[config.mk]
export PLATFORM = sky130hd
export DESIGN_NAME = led_trail_pwm
export DESIGN_NICKNAME = d
export VERILOG_FILES = /design/src/rtl/led_pkg.sv /design/src/rtl/trail_cell.sv /design/src/rtl/led_trail_pwm.sv
export SDC_FILE = /design/constraint.sdc
export NUM_CORES = 1
export LEC_CHECK = 0
export ABC_AREA = 1
export CORE_ASPECT_RATIO = 1.2
export CORE_MARGIN = 8
export CORE_UTILIZATION = 30
export DETAILED_ROUTE_END_ITERATION = 10
export PLACE_DENSITY = 0.56
export SLEW_MARGIN = 20
export SYNTH_ARGS = -nofsm -noshare
export SYNTH_HDL_FRONTEND = slang
export SYNTH_SLANG_ARGS = --single-unit
[constraint.sdc]
create_clock -name clk -period 3.95 [get_ports clk]
set_input_delay 0.79 -clock clk [delete_from_list [all_inputs] [get_ports clk]]
set_output_delay 0.79 -clock clk [all_outputs]
set_load 0.02 [all_outputs]
[src/rtl/led_pkg.sv]
// Shared types and constants for the LED comet-trail PWM stage.
// Optional square-law brightness map is enabled with LED_TRAIL_GAMMA_EN.
package led_pkg;

   localparam int N_LEDS_DEF = 16;
   localparam int BW_DEF     = 4;
   localparam int MAX_B      = (1 << BW_DEF) - 1;

   typedef logic [BW_DEF-1:0] bright_t;

   // Saturating subtract: a vacated LED fades toward zero and never wraps.
   function automatic bright_t sat_sub(input bright_t a, input bright_t d);
      return (a > d) ? bright_t'(a - d) : '0;
   endfunction

endpackage

[src/rtl/trail_cell.sv]
// One LED channel: brightness register, head/decay update, duty map, PWM compare.
// With LED_TRAIL_GAMMA_EN defined the duty is (bright*bright) >> BW instead of bright.
module trail_cell
   import led_pkg::*;
#(
   parameter int DECAY = 4
) (
   input  logic    clk,
   input  logic    reset,
   input  logic    en_i,
   input  logic    m_tick_i,
   input  logic    pos_i,
   input  bright_t pwm_cnt_i,
   output logic    led_o
);

   localparam bright_t MAX_B_T = bright_t'(MAX_B);
   localparam bright_t DECAY_T = bright_t'(DECAY);

   bright_t bright_q, bright_d;
   bright_t duty;
   logic    led_q;

   // A head always wins over decay on the same tick.
   always_comb begin
      bright_d = bright_q;
      if (en_i) begin
         if (pos_i) begin
            bright_d = MAX_B_T;
         end else if (m_tick_i) begin
            bright_d = sat_sub(bright_q, DECAY_T);
         end
      end
   end

`ifdef LED_TRAIL_GAMMA_EN
   logic [2*BW_DEF-1:0] bright_sq;
   assign bright_sq = {{BW_DEF{1'b0}}, bright_q} * {{BW_DEF{1'b0}}, bright_q};
   assign duty      = bright_sq[2*BW_DEF-1:BW_DEF];
`else
   assign duty = bright_q;
`endif

   always_ff @(posedge clk or posedge reset) begin
      if (reset) begin
         bright_q <= '0;
         led_q    <= 1'b0;
      end else begin
         bright_q <= bright_d;
         led_q    <= (duty > pwm_cnt_i);
      end
   end

   assign led_o = led_q;

endmodule

[src/rtl/led_trail_pwm.sv]
// Comet-tail LED renderer: per-LED fading brightness driven through a shared prescaled PWM.
// Build option LED_TRAIL_GAMMA_EN selects a square-law duty map inside each trail_cell.
module led_trail_pwm
   import led_pkg::*;
#(
   parameter int N_LEDS  = N_LEDS_DEF,
   parameter int BW      = BW_DEF,
   parameter int DECAY   = 4,
   parameter int PWM_DIV = 64
) (
   input  logic              clk,
   input  logic              reset,
   input  logic              en,
   input  logic              m_tick,
   input  logic [N_LEDS-1:0] pos,
   output logic [N_LEDS-1:0] led
);

   // PWM_DIV of 1 still needs a one-bit prescaler that is permanently at its wrap value.
   localparam int PW = (PWM_DIV > 1) ? $clog2(PWM_DIV) : 1;

   logic [PW-1:0] pre_q, pre_d;
   logic [BW-1:0] pwm_q, pwm_d;
   logic          pre_wrap;

   assign pre_wrap = (pre_q == PW'(PWM_DIV - 1));

   always_comb begin
      pre_d = pre_wrap ? '0 : pre_q + PW'(1);
      pwm_d = pre_wrap ? pwm_q + BW'(1) : pwm_q;
   end

   always_ff @(posedge clk or posedge reset) begin
      if (reset) begin
         pre_q <= '0;
         pwm_q <= '0;
      end else begin
         pre_q <= pre_d;
         pwm_q <= pwm_d;
      end
   end

   // The cells use led_pkg::bright_t, so BW is expected to equal led_pkg::BW_DEF.
   for (genvar i = 0; i < N_LEDS; i++) begin : g_cell
      trail_cell #(
         .DECAY(DECAY)
      ) u_cell (
         .clk      (clk),
         .reset    (reset),
         .en_i     (en),
         .m_tick_i (m_tick),
         .pos_i    (pos[i]),
         .pwm_cnt_i(pwm_q),
         .led_o    (led[i])
      );
   end

endmodule

==> metrics.md <==
| Metric | Value |
|---|---|
| Post-layout minimum cycle time | `2.27 ns` |
| Worst slack, placed | `1.27 ns` |
| Cell mode on critical path | `nand2_1` |
| CP delay by family, top | `buffers and inverters` |
| LEAKAGE | `2.98 nW` |
| Worst setup EP type | `flop` |
| RSZ-0062 raised after global routing | `no` |
| Vias per cell | `4.39` |
| Setup skew after layout | `0.00629 ns` |
| Sw frac | `33.1%` |
| ANT cells | `0` |
| Setup violators final | `0` |
| Worst Path Class, Setup | `in2reg` |
| CTS Sinks | `74` |
| Sequential element share of the synthesized area | `37.8%` |
| Worst Path Buf+Inv | `3` |
| Cts hold-fix bufs | `0` |
| Die width | `133 µm` |
| Synth Instances | `628` |
| Slew @ Worst Pin | `0.918 ns` |
| Antenna Nets Post-Route | `0` |
| Synth Net Count | `722` |
| Period utilization | `57.4%` |
| Setup ws final | `1.68 ns` |
| Pwr Total | `0.00251 W` |
| Setup tns final | `0 ns` |
| CP required | `4.17 ns` |
| Clock Tree Buf Depth | `2` |
| Commonest non-fill, non-tap cell in the layout | `nand2_1` |
| Share of cells above drive strength 1 | `4.40%` |
| Initial Utilization | `30.4%` |
| Post-CTS setup buffer count | `0` |
| Final RePlAce weighted congestion | `0.767` |
| Pint | `0.00168 W` |
| Cell Pwr Density | `444 mW/mm²` |
| Vias | `3826` |
| Worst slew margin | `38.8%` |
| Worst Path Max Fanout | `34` |
| Number of iterations in the first detailed-routing pass | `4` |
| CTS buffer count | `9` |
| First-pass GRT wire length | `17.1 mm` |
| CTS tree | `done` |
| Critical-path cell list | `clkdlybuf4s50_1 > buf_4 > nand2_2 > nand2_1 > inv_2 > o21ai_1 > nand2_1` |
| Pin count of the biggest net entering global routing | `35` |
| Final Hold Viols | `0` |
| Synth Register Bits | `74` |
| Critical Path AT | `2.49 ns` |
| Placed inst area | `0.00538 mm²` |
| MaxCap Viol Count | `0` |
| Die area | `0.0207 mm²` |
| Worst-Skew Late Latency | `0.34 ns` |
| Initial antenna violation count | `0` |
| Height of the die | `156 µm` |
| Fmax | `441 MHz` |
| Area Growth Syn to Fin | `15.1%` |
| Power share of the clock group | `29.5%` |
| Final #Nets | `750` |
| Reg clk slew, reported paths | `0.06 ns` |
| Slowest cell delay on critical path | `0.45 ns` |
| Outcome | `finished, final reports clean` |
| Tightest Hold Check Type | `reg2reg` |
| FF/Latch Area | `0.00185 mm²` |
| Multi-input gate area in the final layout | `0.00248 mm²` |
| Fillers | `1677` |
| Final Max Tran Viols | `0` |
| Net Sw Power | `0.000829 W` |
| Total track usage | `10.2%` |
| H-tree levels | `3` |
| Global route total overflow | `0` |
| Layout Cell Area excl Fill | `0.00564 mm²` |
| Root buffer cell | `clkbuf_16` |
| CP Launch Type | `input pin` |
| Worst path slowest cell | `clkdlybuf4s50_1` |
| Resized Gates After CTS | `0` |
| Seq pwr share | `40.5%` |
| Combinational share of power | `30.0%` |
| Row cnt | `51` |
| 1st-iter DRT viols | `149` |
| DPL Wire Length | `7.02 mm` |
| Routed length per instance | `11.2 µm` |
| Synthesized area per cell | `7.80 µm²` |
| Commonest cells after routing, fill and taps aside | `193 x nand2_1, 105 x inv_1, 74 x ha_1, 74 x dfrtp_1, 50 x a21oi_1` |
| DRC Markers | `0` |
| Netlist cell types | `22` |
| Core Util, Final | `34.9%` |
| Core Region | `0.0161 mm²` |
| Yosys Warn Count | `0` |
| Synthesized area | `0.00490 mm²` |
| Max VDD drop | `0.229 mV` |
| PortBufs | `35` |
| I/O Pins | `36` |
| Vias in the first global route | `3670` |
| Routed WL | `9.79 mm` |
[final timing paths]
kind	start	end	slack, ns	cells after the start
setup / recovery	en	g_cell[14].u_cell.bright_q[3]$_DFFE_PP0P_	1.68	7
hold / removal	g_cell[2].u_cell.bright_q[3]$_DFFE_PP0P_	g_cell[2].u_cell.bright_q[3]$_DFFE_PP0P_	0.50	2
setup reg to reg	pwm_q[3]$_DFFE_PP0N_	g_cell[11].u_cell.led_o$_DFF_PP0_	2.14	5
hold reg to reg	g_cell[2].u_cell.bright_q[3]$_DFFE_PP0P_	g_cell[2].u_cell.bright_q[3]$_DFFE_PP0P_	0.50	2
max in group asynchronous	reset	g_cell[0].u_cell.led_o$_DFF_PP0_	2.42	3
min in group asynchronous	reset	g_cell[4].u_cell.led_o$_DFF_PP0_	0.81	2
[cell type report]
cell class                 instances  area share [%]
multi-input combinational        423            43.9
sequential                        74            32.8
clock buffer                      10            4.24
clock inverter                     4           0.355
tap                              212            4.70
inverter                         110            7.34
timing repair buffer              38            6.61
[power groups by stage]
stage	registers, W	clock network (W)	logic, W
5_1_grt	0.00104	0.000791	0.000890
6_report	0.00101	0.000738	0.000753
3_3_place_gp	0.00103	0	0.000748
4_1_cts	0.00102	0.000767	0.000771
3_5_place_dp	0.00103	0	0.000767
2_1_floorplan	0.000998	0	0.000614
[flip-flops by register name, indices dropped and copies added, names as in the netlist]
signal                  cells
g_cell.u_cell.bright_q     48
g_cell.u_cell.led_o        16
pre_q                       6
pwm_q                       4
[cells in the mapped netlist]
cell type / n / area share, %
a21oi_1: 50 / 5.1
nand2_1: 193 / 15
inv_2: 4 / 0.31
nand3b_1: 12 / 1.8
buf_4: 17 / 2.6
nand2_2: 4 / 0.51
xor2_1: 3 / 0.54
ha_1: 74 / 19
nor3_1: 5 / 0.51
nand4_1: 5 / 0.64
nand3_2: 1 / 0.20
nor2_2: 1 / 0.13
buf_2: 2 / 0.20
nand3_1: 18 / 1.8
buf_6: 2 / 0.46
o21ai_0: 22 / 2.2
nor2_1: 22 / 1.7
dfrtp_1: 74 / 38
a21boi_1: 3 / 0.46
o21ai_1: 9 / 0.92
nor2_4: 1 / 0.23
inv_1: 106 / 8.1
[per-layer routing]
layer	part of all wire (%)	GRT usage, %	vias to the layer above
met1	47	12.1	1742
li1	-	-	2027
met5	0	0	-
met3	3.0	2.09	8
met2	48	17.6	49
met4	1.6	4.55	0
[worst min-delay path, stage by stage, from the launching register on]
cell and delay (ns):
dfrtp_1 0.36, nand2_1 0.06, nand2_1 0.05
[per-stage QoR]
step           hold WS (ns)  cells
6_report              0.501    871
5_1_grt               0.529    871
4_1_cts               0.504    871
3_5_place_dp          0.492    857
3_3_place_gp          0.489    857
2_1_floorplan         0.466    628
[kinds of logic (layout without fill, tap and decap cells)]
| kind of cell | after synthesis | after routing | share of synthesized area (%) |
|---|---|---|---|
| xor+xnor | 3 | 3 | 0.536 |
| flops | 74 | 74 | 37.8 |
| compound gates | 84 | 84 | 8.73 |
| buf+inv | 131 | 162 | 11.7 |
| fa+ha+maj | 74 | 74 | 18.9 |
| simple gates | 262 | 262 | 22.4 |
Power figures use the tool's default switching activity.
